File: src/rtl/imem_loader.sv
// Boot-time instruction-memory loader: length-prefixed byte stream -> little-endian 32-bit word writes.
// Optional trailing XOR checksum byte is enabled by defining IMEM_LOADER_CSUM_EN.
module imem_loader #(
    parameter int ADDR_WIDTH = 10,
    parameter int BASE_ADDR  = 0
) (
    input  logic                  clk,
    input  logic                  reset,
    input  logic                  in_valid,
    input  logic [7:0]            in_data,
    output logic                  in_ready,
    output logic                  wr_en,
    output logic [ADDR_WIDTH-1:0] wr_addr,
    output logic [31:0]           wr_data,
    output logic                  cpu_run,
    output logic                  done,
    output logic                  err
);

    typedef enum logic [2:0] {
        ST_LEN0 = 3'd0,
        ST_LEN1 = 3'd1,
        ST_DATA = 3'd2,
        ST_DONE = 3'd3,
        ST_ERR  = 3'd4
`ifdef IMEM_LOADER_CSUM_EN
        , ST_CSUM = 3'd5
`endif
    } state_t;

    localparam logic [31:0] CAPACITY = 32'd1 << ADDR_WIDTH;

`ifdef IMEM_LOADER_CSUM_EN
    function automatic logic [7:0] csum_next(input logic [7:0] acc, input logic [7:0] b);
        return acc ^ b;
    endfunction
`endif

    state_t       state_r;
    logic [15:0]  count_r;
    logic [15:0]  word_idx_r;
    logic [1:0]   byte_cnt_r;
    logic [23:0]  partial_r;
`ifdef IMEM_LOADER_CSUM_EN
    logic [7:0]   csum_r;
`endif

    logic         accept_s;
    logic [15:0]  len_s;
    logic         len_bad_s;
    logic         last_word_s;

    assign in_ready    = (state_r != ST_DONE) && (state_r != ST_ERR);
    assign accept_s    = in_valid && in_ready;
    assign len_s       = {in_data, count_r[7:0]};
    assign len_bad_s   = ({16'd0, len_s} > CAPACITY);
    assign last_word_s = (word_idx_r == (count_r - 16'd1));

    // Loader FSM, byte assembly, counters and all registered outputs
    always_ff @(posedge clk or negedge reset) begin
        if (!reset) begin
            state_r    <= ST_LEN0;
            count_r    <= 16'd0;
            word_idx_r <= 16'd0;
            byte_cnt_r <= 2'd0;
            partial_r  <= 24'd0;
`ifdef IMEM_LOADER_CSUM_EN
            csum_r     <= 8'h00;
`endif
            wr_en      <= 1'b0;
            wr_addr    <= '0;
            wr_data    <= 32'd0;
            cpu_run    <= 1'b0;
            done       <= 1'b0;
            err        <= 1'b0;
        end else begin
            wr_en   <= 1'b0;
            cpu_run <= done;
            case (state_r)
                ST_LEN0: begin
`ifdef IMEM_LOADER_CSUM_EN
                    csum_r <= 8'h00;
`endif
                    if (accept_s) begin
                        count_r <= {8'h00, in_data};
                        state_r <= ST_LEN1;
                    end else begin
                        state_r <= ST_LEN0;
                    end
                end
                ST_LEN1: begin
                    if (accept_s) begin
                        count_r    <= len_s;
                        word_idx_r <= 16'd0;
                        byte_cnt_r <= 2'd0;
                        if (len_bad_s) begin
                            state_r <= ST_ERR;
                            err     <= 1'b1;
                        end else if (len_s != 16'd0) begin
                            state_r <= ST_DATA;
                        end else begin
`ifdef IMEM_LOADER_CSUM_EN
                            state_r <= ST_CSUM;
`else
                            state_r <= ST_DONE;
                            done    <= 1'b1;
`endif
                        end
                    end else begin
                        state_r <= ST_LEN1;
                    end
                end
                ST_DATA: begin
                    if (accept_s) begin
                        byte_cnt_r <= byte_cnt_r + 2'd1;
`ifdef IMEM_LOADER_CSUM_EN
                        csum_r     <= csum_next(csum_r, in_data);
`endif
                        if (byte_cnt_r == 2'd3) begin
                            // b0..b2 were shifted in from the top, so the word is simply {b3, partial}
                            wr_en      <= 1'b1;
                            wr_data    <= {in_data, partial_r};
                            wr_addr    <= ADDR_WIDTH'(32'(BASE_ADDR) + 32'(word_idx_r));
                            word_idx_r <= word_idx_r + 16'd1;
                            partial_r  <= 24'd0;
                            if (last_word_s) begin
`ifdef IMEM_LOADER_CSUM_EN
                                state_r <= ST_CSUM;
`else
                                state_r <= ST_DONE;
                                done    <= 1'b1;
`endif
                            end else begin
                                state_r <= ST_DATA;
                            end
                        end else begin
                            partial_r <= {in_data, partial_r[23:8]};
                        end
                    end else begin
                        state_r <= ST_DATA;
                    end
                end
`ifdef IMEM_LOADER_CSUM_EN
                ST_CSUM: begin
                    if (accept_s) begin
                        if (in_data == csum_r) begin
                            state_r <= ST_DONE;
                            done    <= 1'b1;
                        end else begin
                            state_r <= ST_ERR;
                            err     <= 1'b1;
                        end
                    end else begin
                        state_r <= ST_CSUM;
                    end
                end
`endif
                ST_DONE: state_r <= ST_DONE;
                ST_ERR:  state_r <= ST_ERR;
                default: begin
                    state_r <= ST_ERR;
                    err     <= 1'b1;
                end
            endcase
        end
    end

endmodule

File: config.mk
export PLATFORM = sky130hd
export DESIGN_NAME = imem_loader
export DESIGN_NICKNAME = d
export VERILOG_FILES = /design/src/rtl/imem_loader.sv
export SDC_FILE = /design/constraint.sdc
export NUM_CORES = 1
export LEC_CHECK = 0
export CAP_MARGIN = 20
export CORE_MARGIN = 5
export CORE_UTILIZATION = 56
export CTS_CLUSTER_SIZE = 40
export DETAILED_ROUTE_END_ITERATION = 16
export GPL_TIMING_DRIVEN = 1
export PLACE_DENSITY = 0.87
export SLEW_MARGIN = 20
export SYNTH_ARGS = -nofsm -noshare
export SYNTH_HDL_FRONTEND = slang
export SYNTH_SLANG_ARGS = --single-unit
File: constraint.sdc
create_clock -name clk -period 2.9 [get_ports clk]
set_clock_uncertainty 0.1 [all_clocks]
set_input_delay 0.435 -clock clk [delete_from_list [all_inputs] [get_ports clk]]
set_output_delay 0.435 -clock clk [all_outputs]
set_load 0.02 [all_outputs]
# Word level (Yosys, flattened, before mapping)
# Index checks and enable logic that the tools add are counted.
# op_classes
n_reduce_logical,15
eq_ne,17
mux,32
order_cmp,1
bitwise,2
addsub,3
# op_table
cell,count
$mux W16,5
$pmux W16 S2,2
$mux W24,1
$add A16 B1 Y16 const B,1
$eq A16 B16 Y1,1
$gt A16 B11 Y1 const B,1
$ne A2 B2 Y1 const B,8
$reduce_bool A16 Y1,1
$sub A16 B1 Y16 const B,1
$reduce_and A3 Y1,5
$mux W1,14
$mux W3,4
$pmux W3 S4,1
$reduce_and A7 Y1,1
$eq A3 B2 Y1 const B,2
$ne A3 B3 Y1 const B,2
$mux W2,2
$pmux W1 S2,2
$pmux W2 S2,1
$reduce_and A4 Y1,1
$reduce_bool A2 Y1,2
$reduce_or A4 Y1,1
$eq A3 B1 Y1 const B,1
$eq A3 B3 Y1 const B,1
7 further kinds,9
# word_totals
output_inout_bits,47
regBits,107

# Depth between registers and ports, before layout
# Gate-level depths: netlist (run 1).
# depth
depth_word,6
mapped_depth,9
depth_no_buf,8

# Worst setup path before layout (run 1)
# No wires, ideal clock.
# synth_path
path_type,reg2reg
from,register count_r[0]
to,register done
setup_time_ps,76
required_ps,2724
stages_incl_launch_ff,9
period_less_slack_ps,2046
path_slack_ps,854
t_arrival_ps,1870
path_cell_list,dfrtp_1 > inv_1 > ha_1 > nor4b_1 > nand2_1 > xnor2_1 > nor4_1 > nand3_1 > o21ai_1
# synth_between
elab_chain_len,4
# synth_rtl
item,line,source
start: declaration,40,logic [15:0] count_r;
start signal: assignment,85,"count_r <= {8'h00, in_data};"
start signal: assignment,93,count_r <= len_s;
$sub A16 B1 Y16,57,assign last_word_s = (word_idx_r == (count_r - 16'd1));
$eq A16 B16 Y1,57,
$ne A2 B2 Y1 (no line),--,
$reduce_and A7 Y1 (no line) (*),--,
end signal: assignment,74,done <= 1'b0;
end signal: assignment,106,done <= 1'b1;
end signal: assignment,131,done <= 1'b1;
end: declaration,16,"output logic done,"
# Mark *: on every way between the ends. The rest lies on a longest branch, timed or not.
# A chain may end at the register's enable or synchronous reset.

# Worst setup path after layout (run 1)
# layout_path
from,register count_r[0]
to,register state_r[0]
# layout_between
elab_chain_len,6
# layout_rtl
item,line,source
$sub A16 B1 Y16,57,
$eq A16 B16 Y1,57,
$mux W1,126,if (last_word_s) begin
$mux W3,119,if (byte_cnt_r == 2'd3) begin
$mux W3,114,if (accept_s) begin
$pmux W3 S4 (*),79,case (state_r)
end signal: assignment,86,state_r <= ST_LEN1;
end signal: assignment,130,state_r <= ST_DONE;
end signal: assignment,134,state_r <= ST_DATA;
end: declaration,39,state_t state_r;
# Mark *: on every way between the ends. The rest lies on a longest branch, timed or not. The select of a mux whose other input is x is not followed.

==> results of run 1 <==
## registers in the layout (all words and copies together), names as in the netlist
| register | cells |
|---|---|
| done | 1 |
| wr_data | 32 |
| cpu_run | 1 |
| err | 1 |
| wr_addr | 10 |
| word_idx_r | 16 |
| partial_r | 24 |
| byte_cnt_r | 2 |
| count_r | 16 |
| state_r | 3 |
| wr_en | 1 |
## how the worst max path moves through the flow
| stage | startpoint | endpoint | slack (ps) | cells past startpoint |
|---|---|---|---|---|
| 2_1_floorplan | count_r[0] | done | 850 | 8 |
| 3_3_place_gp | in_valid | wr_data[26] | 380 | 8 |
| 3_5_place_dp | in_valid | wr_data[26] | 310 | 8 |
| 4_1_cts | count_r[0] | state_r[0] | 460 | 8 |
| 5_1_grt | count_r[0] | state_r[0] | 190 | 8 |
| 6_report | count_r[0] | state_r[0] | 390 | 8 |
## placed cells by master (no fill, tap or decap), drive strengths merged, types with 3 or more instances in the layout
master         synthesis  routed
a211o                  3       3
buf                   14      12
o21ai                 46      46
nand4                  7       7
mux2i                  3       3
nand3b                 4       4
nor2                  26      26
a22o                   8       8
nand3                  9       9
clkdlybuf4s50          0      56
nand2b                 3       3
nand4b                 3       3
inv                   16      18
mux2                   5       5
clkbuf                12      10
dfrtp                107     107
or3                    6       6
nand2                177     177
nor3                   8       8
xnor2                 23      23
nor2b                  6       6
ha                     4       4
xor2                   6       6
clkinv                 0       3
a21oi                 12      12
## cells in the mapped netlist (2+ instances only)
| cell | number |
|---|---|
| nand4_1 | 5 |
| and3_1 | 2 |
| nor3_1 | 6 |
| xor2_1 | 6 |
| nor4b_1 | 2 |
| mux2_2 | 5 |
| dfrtp_1 | 107 |
| buf_2 | 7 |
| o21bai_1 | 2 |
| nor3_2 | 2 |
| nand3_1 | 9 |
| clkbuf_1 | 11 |
| a211o_1 | 2 |
| o21ai_0 | 44 |
| or3_1 | 6 |
| nand2_1 | 177 |
| inv_1 | 15 |
| nand2b_1 | 2 |
| nor2b_1 | 6 |
| a22o_1 | 8 |
| nor4_1 | 2 |
| a31oi_1 | 2 |
| a21oi_1 | 12 |
| nand4b_1 | 3 |
| nand3b_1 | 3 |
| buf_6 | 6 |
| mux2i_1 | 3 |
| nor2_1 | 26 |
| xnor2_1 | 23 |
| ha_1 | 4 |
| o21ai_1 | 2 |
## per-layer routing
metal	global-route usage (%)	share of wire [%]
met3	5.18	6.0
met4	6.39	1.6
met2	33.9	49
met1	30.8	44
met5	0	0
## power by group
part           internal, mW  switching [mW]
Combinational         0.343           0.399
Clock                 0.353           0.541
Sequential             1.58           0.163
## cells by family after synthesis
logic type / synth area share (%)
flops: 53.4
xor+xnor: 5.52
compound gates: 10.4
simple gates: 23.6
buf+inv: 4.32
mux: 1.72
fa+ha+maj: 0.999
## final cells by class
class / instances / area [um^2] / share of cell area [%]
Clock inverter: 6 / 58.8 / 1.01
Sequential cell: 107 / 2680 / 45.8
Timing Repair Buffer: 68 / 663 / 11.3
Tap cell: 108 / 135 / 2.31
Inverter: 16 / 60.1 / 1.03
Clock buffer: 10 / 138 / 2.35
Multi-Input combinational cell: 386 / 2120 / 36.2
==> results.yml, run 1 <==
sta:
  rsz0062_at_grt: "no"
  fin_ws_ps: 392
  tightest_slew_ps: 725
  hold_viol: 0
  clock.fmax_mhz: 399
  min_period_ps: 2510
  setup_viol: 0
  relSlewSlack_pct: 51.7
  tns_ps: 0
  timing.hold.ws_ps: 3.22
  fin_crit_sh_pct: 86.5
  slew_viol_final: 0
routing:
  vias_per_cell: 5.73
  drt-pass1-iter-count: 5
  vias: 4015
  routedWlPerCell_um: 16.6
  drt_first_iter_violations: 316
  routed_wl_mm: 11.7
  drc: 0
  ant_nets: 0
synth:
  ys_seq_elements: 107
  synth.avg_cell_area_um2: 9.36
  synth-seq-area-share_pct: 53.4
  synth-edff-count: 0
  ys_warn_count: 0
  synth_flop_cell: "dfrtp_1"
  yosys.cell_types.count: 56
  syn_area_um2: 5010
  netlist.area_leader.share_pct: 53.4
  yosys-top-cells-area: "dfrtp_1, nand2_1, o21ai_0"
  synthArstFlopShare_pct: 100
  syn_inst: 535
  synth_fp_nets: 550
  synth_top_area_cell: "dfrtp_1"
placement:
  place.gp.congestion: 0.890
  place_inst: 685
  dpl-instance-area_um2: 5650
  io_buffers: 57
  hpwl_mm: 8.06
  post-place-ws_ps: 306
cells_and_area:
  diodes: 0
  finalNonFillerCells: 701
  fillers: 634
  nets: 603
  final_area_um2: 5850
  final_core_util_pct: 67.1
  areaGrowthSynthToFinish_pct: 16.7
  drive_gt1_share_pct: 7.76
setup_path:
  critPathSlowestCell: "nor4_1"
  crit_chain: "inv_1 > ha_1 > nor4b_1 > nand2_1 > xnor2_1 > nor4_1 > nand3_1 > o21ai_1"
  slowest_delay_ps: 480
  cp-end-kind: "register"
  cp_top_family: "simple AND/OR/NAND/NOR gates"
  r2r_start: "count_r[0]"
  worst_ep_required_time_ps: 3090
  path_buf_inv: 1
  cp.arrival_ps: 2700
  reg2reg_slack_ps: 390
  worstSetupStartpointType: "register"
  cp_max_fo: 6
  ff2ff_path_depth: 8
  reg2reg_to: "state_r[0]"
  critPathKind: "register to register"
min_path:
  hold_path_class: "input port to asynchronous set/reset pin"
clock_network:
  cts.clk_slew.worst_paths_ps: 110
  cts.sinks: 107
  cts_made_buffers: 9
  postCtsSetupRepairBufs: 0
  htreeDepth: 3
  ctsHoldBuffers: 0
  cts_buffer_depth: 2
  cts_resized: 0
  cts_tree: "built"
  root_buffer: "clkbuf_8"
  worst_skew_pair.late_latency_ps: 370
floorplanning:
  die_w_um: 105
  die_h_um: 105
  start_util_pct: 57.4
  fp.coreArea_um2: 8720
  rows: 34
  dieArea_um2: 10900
  io_pins: 58
grt:
  grt_max_degree: 56
  grt_usage_pct: 21.8
  grt_overflow_total: 0
  first_global_vias: 3937
  grt_pass1_wl_mm: 19.6
  antenna_found_initial: 0
power_and_ir_drop:
  leakagePower_nw: 2.75
  vdd_drop_max_mv: 0.296
  fin_total_pwr_mw: 3.38
  power.density_nw_per_um2: 578
status:
  outcome: "complete, no violations"
run:
  maxCapViolCount: 0
No activity file was read; power rests on OpenSTA's default activity.
==> inputs of run 2 (changes only) <==
--- a/config.mk
+++ b/config.mk
@@ -7,11 +7,12 @@
 export LEC_CHECK = 0
 export CAP_MARGIN = 20
 export CORE_MARGIN = 5
-export CORE_UTILIZATION = 56
+export CORE_UTILIZATION = 58
+export CTS_BUF_LIST = sky130_fd_sc_hd__clkbuf_4
 export CTS_CLUSTER_SIZE = 40
 export DETAILED_ROUTE_END_ITERATION = 16
 export GPL_TIMING_DRIVEN = 1
-export PLACE_DENSITY = 0.87
+export PLACE_DENSITY = 0.89
 export SLEW_MARGIN = 20
 export SYNTH_ARGS = -nofsm -noshare
 export SYNTH_HDL_FRONTEND = slang
==> results.yml, run 2 (synthesized netlist as in run 1, its figures left out) <==
routing:
  drt-pass1-iter-count: 4
  routed.top_layer: "met4"
  ant_nets: 0
  m1WireLength_mm: 4.74
  drc: 0
  routedWlPerCell_um: 16.0
  vias: 3906
  vias_per_cell: 5.54
  met3_wirelength_um: 697
  wl_met2_mm: 5.52
  drt_first_iter_violations: 235
  routed_wl_mm: 11.3
sta:
  relSlewSlack_pct: 59.6
  fin_ws_ps: 386
  setup_viol: 0
  rsz0062_at_grt: "no"
  slew_viol_final: 0
  hold_viol: 0
  tightest_slew_ps: 598
  clock.fmax_mhz: 398
  timing.hold.ws_ps: 311
  min_period_ps: 2510
  tns_ps: 0
  fin_crit_sh_pct: 86.7
floorplanning:
  io_pins: 58
  start_util_pct: 58.6
  dieArea_um2: 10600
  fp.coreArea_um2: 8550
  rows: 34
  die_w_um: 103
  die_h_um: 103
cells_and_area:
  top_register: "wr_data"
  finalNonFillerCells: 705
  final_core_util_pct: 68.2
  final_common_cell: "nand2_1"
  areaGrowthSynthToFinish_pct: 16.4
  nets: 607
  final_area_um2: 5830
  layout_common_cells: "nand2_1, dfrtp_1, clkdlybuf4s50_1"
  drive_gt1_share_pct: 8.21
  reg_top3: "wr_data: 32 flops, partial_r: 24 flops"
  fillers: 633
  largest_register_ffs: 32
  diodes: 0
grt:
  grt_overflow_total: 0
  antenna_found_initial: 0
  grt_usage_pct: 22.8
  first_global_vias: 3963
  grt_max_degree: 53
  grt_pass1_wl_mm: 18.9
setup_path:
  worst_ep_required_time_ps: 3220
  critPathKind: "register to register"
  slowest_delay_ps: 510
  cp_max_fo: 6
  worstSetupStartpointType: "register"
  reg2reg_to: "done"
  reg2reg_slack_ps: 390
  critPathSlowestCell: "nor4b_1"
  cp-startpoint: "count_r[0]"
  ff2ff_path_depth: 8
  cp.arrival_ps: 2830
  crit_chain: "inv_1 > ha_1 > nor4b_1 > nand2_1 > xnor2_1 > nor4_1 > nand3_1 > o21ai_1"
  r2r_start: "count_r[0]"
  cp-end-kind: "register"
  crit_end: "done"
power_and_ir_drop:
  leakagePower_nw: 2.75
  seq_power_share_pct: 52.7
  internal-power_mw: 2.21
  switchingPower_mw: 1.08
  combPwrFrac_pct: 22.4
  fin_total_pwr_mw: 3.30
  clkPwrFrac_pct: 24.9
  vdd_drop_max_mv: 0.398
  power.density_nw_per_um2: 565
  p_sw_share_pct: 32.9
placement:
  hpwl_mm: 8.25
  dpl-instance-area_um2: 5660
  io_buffers: 57
  place.gp.congestion: 0.901
  post-place-ws_ps: 388
  place_inst: 688
run:
  maxCapViolCount: 0
clock_network:
  cts.clk_slew.worst_paths_ps: 170
  postCtsSetupRepairBufs: 0
  cts_tree: "built"
  cts_buffer_depth: 2
  cts.sinks: 107
  root_buffer: "clkbuf_4"
  ctsHoldBuffers: 1
  htreeDepth: 3
  cts_resized: 0
  cts_made_buffers: 9
  worst_skew_pair.late_latency_ps: 470
min_path:
  hold_path_class: "input port to asynchronous set/reset pin"
status:
  outcome: "complete, no violations"
run 2: per-layer routing:
metal | track usage [%] | vias to the layer above
met3 | 5.28 | 21
met1 | 29.5 | 1891
met5 | 0 | -
met4 | 8.76 | 0
li1 | - | 1890
met2 | 37.5 | 104
run 2: worst min-delay path by stage:
| stage | start | endpoint | slack, ps | depth (start not counted) |
|---|---|---|---|---|
| 2_1_floorplan | reset | byte_cnt_r[0] | 40 | 0 |
| 3_5_place_dp | reset | wr_addr[0] | 290 | 1 |
| 3_3_place_gp | reset | wr_addr[0] | 280 | 1 |
| 6_report | reset | wr_addr[0] | 310 | 2 |
| 5_1_grt | reset | wr_addr[0] | 330 | 2 |
| 4_1_cts | reset | state_r[0] | 330 | 2 |
run 2: area by class of cell:
type / instances / area (um^2) / area share, %
clock buffer: 9 / 67.6 / 1.16
clock inverter: 7 / 93.8 / 1.61
inverter: 16 / 60.1 / 1.03
multi-input combinational: 386 / 2120 / 36.3
sequential: 107 / 2680 / 45.9
tap: 108 / 135 / 2.32
timing repair buffer: 72 / 683 / 11.7
run 2: power by group through the flow:
stage / clock (mW) / combinational [mW] / sequential [mW]
floorplan: 0 / 0.555 / 1.70
global placement: 0 / 0.697 / 1.75
detailed placement: 0 / 0.727 / 1.76
CTS: 0.832 / 0.735 / 1.73
global route: 0.893 / 0.814 / 1.76
finish: 0.822 / 0.738 / 1.74
run 2: worst max-delay path: cells and delay by family (launching register included):
kind                       cells  cell delay [ps]
and+or+nand+nor                4             1280
adders and majority gates      1              170
DFF                            1              470
buffers and inverters          1              120
AOI/OAI and AO/OA              1              150
xor gates and xnor gates       1              170
